File: src/rtl/guess_entry_if.sv
// Guess-entry bus: pushbuttons, peg colour and controller handshake in; packed guess out.
//   master : drives btn_enter, btn_clear, peg_sel, next_guess; observes the outputs
//   slave  : guess_entry itself; drives guess_d, guess_en, peg_count, locked
interface guess_entry_if #(
  parameter int unsigned PEG_W    = 2,
  parameter int unsigned NUM_PEGS = 4
);
  localparam int unsigned GUESS_W = PEG_W * NUM_PEGS;
  localparam int unsigned CNT_W   = $clog2(NUM_PEGS + 1);

  logic               btn_enter;
  logic               btn_clear;
  logic [PEG_W-1:0]   peg_sel;
  logic               next_guess;
  logic [GUESS_W-1:0] guess_d;
  logic               guess_en;
  logic [CNT_W-1:0]   peg_count;
  logic               locked;

  modport master (
    output btn_enter, btn_clear, peg_sel, next_guess,
    input  guess_d, guess_en, peg_count, locked
  );

  modport slave (
    input  btn_enter, btn_clear, peg_sel, next_guess,
    output guess_d, guess_en, peg_count, locked
  );
endinterface

File: src/rtl/guess_entry.sv
// Collects NUM_PEGS colour pegs from debounced enter presses, then presents the
// packed guess with a one-cycle load pulse and locks until next_guess.
//   clk   : system clock, rising edge
//   reset : asynchronous active-low reset
//   bus   : guess_entry_if slave (buttons, peg_sel, next_guess in; guess_d,
//           guess_en, peg_count, locked out)
module guess_entry #(
  parameter int unsigned PEG_W    = 2,
  parameter int unsigned NUM_PEGS = 4
) (
  input  logic          clk,
  input  logic          reset,
  guess_entry_if.slave  bus
);
  localparam int unsigned GUESS_W = PEG_W * NUM_PEGS;
  localparam int unsigned CNT_W   = $clog2(NUM_PEGS + 1);

  typedef enum logic [1:0] {
    ST_ENTRY  = 2'd0,
    ST_COMMIT = 2'd1,
    ST_WAIT   = 2'd2
  } state_e;

  state_e             state, state_nxt;
  logic [2:0]         enter_sync, clear_sync;
  logic               enter_p, clear_p;
  logic [GUESS_W-1:0] buffer;
  logic [CNT_W-1:0]   count;
  logic               buf_clr, buf_shift;
  logic               guess_en_c, locked_c;

  // Two-flop synchroniser plus history flop per button; bit0=s1, bit1=s2, bit2=s3
  always_ff @(posedge clk or negedge reset) begin
    if (!reset) begin
      enter_sync <= 3'b000;
      clear_sync <= 3'b000;
    end else begin
      enter_sync <= {enter_sync[1:0], bus.btn_enter};
      clear_sync <= {clear_sync[1:0], bus.btn_clear};
    end
  end

  assign enter_p = enter_sync[1] & ~enter_sync[2];
  assign clear_p = clear_sync[1] & ~clear_sync[2];

  // State register
  always_ff @(posedge clk or negedge reset) begin
    if (!reset) state <= ST_ENTRY;
    else        state <= state_nxt;
  end

  // Next state and datapath controls; pulses outside ENTRY are simply dropped
  always_comb begin
    state_nxt = state;
    buf_clr   = 1'b0;
    buf_shift = 1'b0;
    unique case (state)
      ST_ENTRY: begin
        if (clear_p) begin
          buf_clr = 1'b1;
        end else if (enter_p) begin
          buf_shift = 1'b1;
          if (count == CNT_W'(NUM_PEGS - 1)) state_nxt = ST_COMMIT;
        end
      end
      ST_COMMIT: state_nxt = ST_WAIT;
      ST_WAIT: begin
        if (bus.next_guess) begin
          buf_clr   = 1'b1;
          state_nxt = ST_ENTRY;
        end
      end
      default: state_nxt = ST_ENTRY;
    endcase
  end

  // Moore outputs decoded from the state register only
  always_comb begin
    guess_en_c = 1'b0;
    locked_c   = 1'b0;
    unique case (state)
      ST_COMMIT: begin
        guess_en_c = 1'b1;
        locked_c   = 1'b1;
      end
      ST_WAIT:  locked_c = 1'b1;
      default: ;
    endcase
  end

  // Peg shift buffer and counter; first peg ends up in the top slot
  always_ff @(posedge clk or negedge reset) begin
    if (!reset) begin
      buffer <= '0;
      count  <= '0;
    end else if (buf_clr) begin
      buffer <= '0;
      count  <= '0;
    end else if (buf_shift) begin
      buffer <= {buffer[GUESS_W-PEG_W-1:0], bus.peg_sel};
      count  <= count + CNT_W'(1);
    end
  end

  assign bus.guess_d   = buffer;
  assign bus.peg_count = count;
  assign bus.guess_en  = guess_en_c;
  assign bus.locked    = locked_c;
endmodule
File: src/flat_wrapper.sv
// flat-port wrapper written by rule: the top's interface ports become plain ports
module guess_entry_flat 
#(
  parameter int unsigned PEG_W    = 2,
  parameter int unsigned NUM_PEGS = 4
)
  (clk, reset, bus_btn_enter, bus_btn_clear, bus_peg_sel, bus_next_guess, bus_guess_d, bus_guess_en, bus_peg_count, bus_locked);
  guess_entry_if #(.PEG_W(PEG_W), .NUM_PEGS(NUM_PEGS)) bus_i ();
  input  logic clk;
  input  logic reset;
  input wire logic [$bits(bus_i.btn_enter)-1:0] bus_btn_enter;
  input wire logic [$bits(bus_i.btn_clear)-1:0] bus_btn_clear;
  input wire logic [$bits(bus_i.peg_sel)-1:0] bus_peg_sel;
  input wire logic [$bits(bus_i.next_guess)-1:0] bus_next_guess;
  output wire logic [$bits(bus_i.guess_d)-1:0] bus_guess_d;
  output wire logic [$bits(bus_i.guess_en)-1:0] bus_guess_en;
  output wire logic [$bits(bus_i.peg_count)-1:0] bus_peg_count;
  output wire logic [$bits(bus_i.locked)-1:0] bus_locked;
  assign bus_i.btn_enter = bus_btn_enter;
  assign bus_i.btn_clear = bus_btn_clear;
  assign bus_i.peg_sel = bus_peg_sel;
  assign bus_i.next_guess = bus_next_guess;
  assign bus_guess_d = bus_i.guess_d;
  assign bus_guess_en = bus_i.guess_en;
  assign bus_peg_count = bus_i.peg_count;
  assign bus_locked = bus_i.locked;
  guess_entry #(.PEG_W(PEG_W), .NUM_PEGS(NUM_PEGS)) u_core (.clk(clk), .reset(reset), .bus(bus_i));
endmodule
File: config.mk
export PLATFORM = sky130hd
export DESIGN_NAME = guess_entry_flat
export DESIGN_NICKNAME = d
export VERILOG_FILES = /design/src/rtl/guess_entry_if.sv /design/src/rtl/guess_entry.sv /design/src/flat_wrapper.sv
export SDC_FILE = /design/constraint.sdc
export NUM_CORES = 1
export LEC_CHECK = 0
export ABC_CLOCK_PERIOD_IN_PS = 1900
export BUFFER_PORTS_ARGS = -buffer_cell sky130_fd_sc_hd__buf_2
export CAP_MARGIN = 10
export CORE_MARGIN = 3
export CORE_UTILIZATION = 50
export DETAILED_ROUTE_END_ITERATION = 10
export PLACE_DENSITY = 0.87
export SETUP_SLACK_MARGIN = 0.4
export SLEW_MARGIN = 10
export SYNTH_ARGS = -nofsm -noshare
export SYNTH_HDL_FRONTEND = slang
export SYNTH_SLANG_ARGS = --single-unit
export TNS_END_PERCENT = 100
File: constraint.sdc
create_clock -name clk -period 1.9 [get_ports clk]
set_clock_uncertainty 0.1 [all_clocks]
set_input_delay 0.285 -clock clk [delete_from_list [all_inputs] [get_ports clk]]
set_output_delay 0.285 -clock clk [all_outputs]
set_load 0.03 [all_outputs]
==> key figures <==
Power and ir drop
  • Combinational fraction of design power: 50.9%
  • Switching portion of total power: 42.1%
  • NetSw: 0.632 mW
  • Seq pwr share: 36.1%
  • PwrDens: 1460 nW/µm²
  • Clock network power share: 13.0%
  • Pleak: 0.524 nW
  • Cell-internal power: 0.870 mW
  • Peak supply drop: 0.809 mV

Route
  • DRC: 0
  • Antenna-violating nets left: 0
  • Via density: 5.43
  • Total number of vias: 597
  • Initial DRC Count: 12
  • Post-DR wirelength/cell: 13.2 µm
  • Drt total wl: 1.46 mm
  • Drt pass-1 iters: 4

Placed design
  • GP Congestion: 0.825
  • HPWL reported at the end of detailed placement: 1.02 mm
  • IO Port Bufs: 19

STA
  • Fmax: 0.662 GHz
  • Min cycle time layout: 1510 ps
  • Relative slew margins: 73.4%
  • Final period util: 79.5%
  • Final max-slew violation count: 0
  • Final setup vio count: 0
  • Measured slew at the worst slew-check pin: 399 ps
  • Final hold slack: 140 ps
  • Unrepaired setup endpoints after global routing: true
  • Fin. Hold Viols: 0
  • Setup TNS: 0 ps

GRT
  • Vias in the first global route: 539
  • Global-route wire length before repair: 2.35 mm
  • Largest net degree at the start of global routing: 20
  • Antenna violations before repair: 0
  • Total grt overflow: 0
  • GRT Total Usage: 16.1%

Min path
  • Worst hold path depth: 3
  • Hold/Removal Path Class: primary input to flip-flop

CTS
  • Max H-tree Level: 1
  • Max Root-Sink Buffers: 2
  • CTS sink cnt: 19
  • CTS tree: done
  • Clk slew on worst S/H paths: 100 ps
  • CTS Root Cell: clkbuf_4
  • Total CTS buffers: 3
  • Latest clock arrival within the worst-skew pair: 290 ps

Setup path
  • Biggest cell delay along the critical path: 400 ps
  • Worst path cell trace: inv_2 -> ha_4 -> buf_6
  • Nature of the critical path startpoint: flip-flop
  • Slowest-stage cell, CP: dfrtp_1
  • Worst reg2reg path depth: 5
  • WP depth: 3
  • Worst-path maximum fanout: 3
  • CP endpoint kind: primary output
  • Worst EP required: 1510 ps
  • Critical Path AT: 1130 ps
  • Crit-path leading delay family: flip-flops
  • Crit Path Class: flip-flop to primary output
  • WP buf/inv: 2

Cells and area
  • Core Util, Final: 73.7%
  • Area grow syn2layout: 28.1%
  • N_diodes: 0
  • Commonest cells after routing, fill and taps aside: buf_2, dfrtp_1, nand2_1, o22ai_1
  • Final #Nets: 108
  • Share of cells above drive strength 1: 40.0%

Die
  • DIE AREA: 2130 µm²
  • Die Y: 46.1 µm
  • CORE AREA: 1400 µm²
  • Starting density of the core: 57.5%
  • Number of I/O pins: 20
  • Die Width: 46.1 µm
  • Rows: 13

Yosys
  • Synth Cell Area: 805 µm²
  • Netlist cell types: 20
  • Post-synthesis sequential area ratio: 59.1%
  • Synth Warn #: 0
  • FF+latch count, synth: 19
  • Post-Syn Nets: 80
  • Mapped Avg Cell Area: 11.8 µm²
  • Cells after Synth: 68

Flow run
  • Total of max-cap violations: 0

Outcome
  • Outcome: complete, no violations
[worst reg2reg max path, cell delays in order (launching register included)]
cell,delay (ps)
dfrtp_1,400
buf_4,130
ha_1,210
nand2b_1,150
nand4_1,140
a32o_1,240
[layer usage]
layer	GRT usage [%]	wire length, µm	up-vias
met2	23.9	700	22
met3	5.86	80	3
met5	0	0	-
li1	-	-	294
met4	6.82	19	0
met1	21.3	655	278
[worst paths after layout]
path | slack [ps] | endpoint | startpoint
min reg2reg | 260 | u_core.clear_sync[1]$_DFF_PN0_ | u_core.clear_sync[0]$_DFF_PN0_
max reg2reg | 430 | u_core.state[1]$_DFFE_PN0P_ | u_core.state[1]$_DFFE_PN0P_
min in group asynchronous | 330 | u_core.bus.guess_d[2]$_DFFE_PN0P_ | reset
max in group asynchronous | 1060 | u_core.bus.peg_count[0]$_DFFE_PN0P_ | reset
max | 390 | bus_locked | u_core.state[1]$_DFFE_PN0P_
min | 140 | u_core.bus.guess_d[0]$_DFFE_PN0P_ | bus_peg_sel[0]
[final cells by class]
class,instances,area [µm²]
Clock buffer,3,22.5
Fill cell,97,368
Tap cell,15,18.8
Inverter,5,18.8
Timing Repair Buffer,25,160
Clock inverter,1,5.00
Sequential cell,19,478
Multi-Input combinational cell,42,328
[power groups by stage]
stage	clock network, mW	registers, mW	logic, mW
after floorplan	0	0.665	0.363
after global placement	0	0.547	0.602
after detailed placement	0	0.552	0.619
after CTS	0.205	0.545	0.682
after global routing	0.222	0.553	0.842
final	0.195	0.543	0.765
[sequential cells by signal, indices dropped and copies added (netlist names)]
| name | cells |
|---|---|
| u_core.bus.peg_count | 3 |
| u_core.bus.guess_d | 8 |
| u_core.state | 2 |
| u_core.enter_sync | 3 |
| u_core.clear_sync | 3 |
[through the flow]
stage                     power [mW]  std cells  worst slack [ps]  instance area, µm²
after detailed placement        1.17        100               303                 908
after floorplan                 1.03         68               409                 807
after global placement          1.15        100               383                 908
final                           1.50        110               389                1030
after CTS                       1.43        107               323                 988
after global routing            1.62        110               323                1030
[cells by family (layout without fill, tap and decap cells)]
| logic type | Yosys count | in the layout | synth area share [%] |
|---|---|---|---|
| AND/OR/NAND/NOR | 20 | 20 | 13.5 |
| flip-flops | 19 | 19 | 59.1 |
| AO/OA/AOI/OAI | 17 | 17 | 15.7 |
| buffers and inverters | 7 | 34 | 3.89 |
| adder cells (fa/ha/maj) | 5 | 5 | 7.78 |
[synthesized netlist by cell type (all sizes together)]
library cell | count | area share [%]
o22ai | 9 | 7.0
ha | 5 | 7.8
nand4 | 1 | 0.78
nand2 | 14 | 6.5
a31oi | 1 | 0.78
a211oi | 1 | 0.93
nand2b | 3 | 3.3
a22oi | 1 | 0.93
a32o | 1 | 1.2
dfrtp | 19 | 59
buf | 2 | 1.6
nor2b | 1 | 1.7
a31o | 1 | 1.1
o32ai | 1 | 2.0
a21oi | 2 | 1.7
nand3 | 1 | 1.2
inv | 5 | 2.3
[repair_timing]
item | 4_1_cts | 5_1_grt
gates cloned | 0 | 0
setup buffers | 0 | 3
resized for setup | 7 | 4
hold buffers | 3 | 0
pin swaps | 0 | 1
hold endpoints to repair | 21 | 0
setup endpoints to repair | 13 | 14
Power figures use the tool's default switching activity.
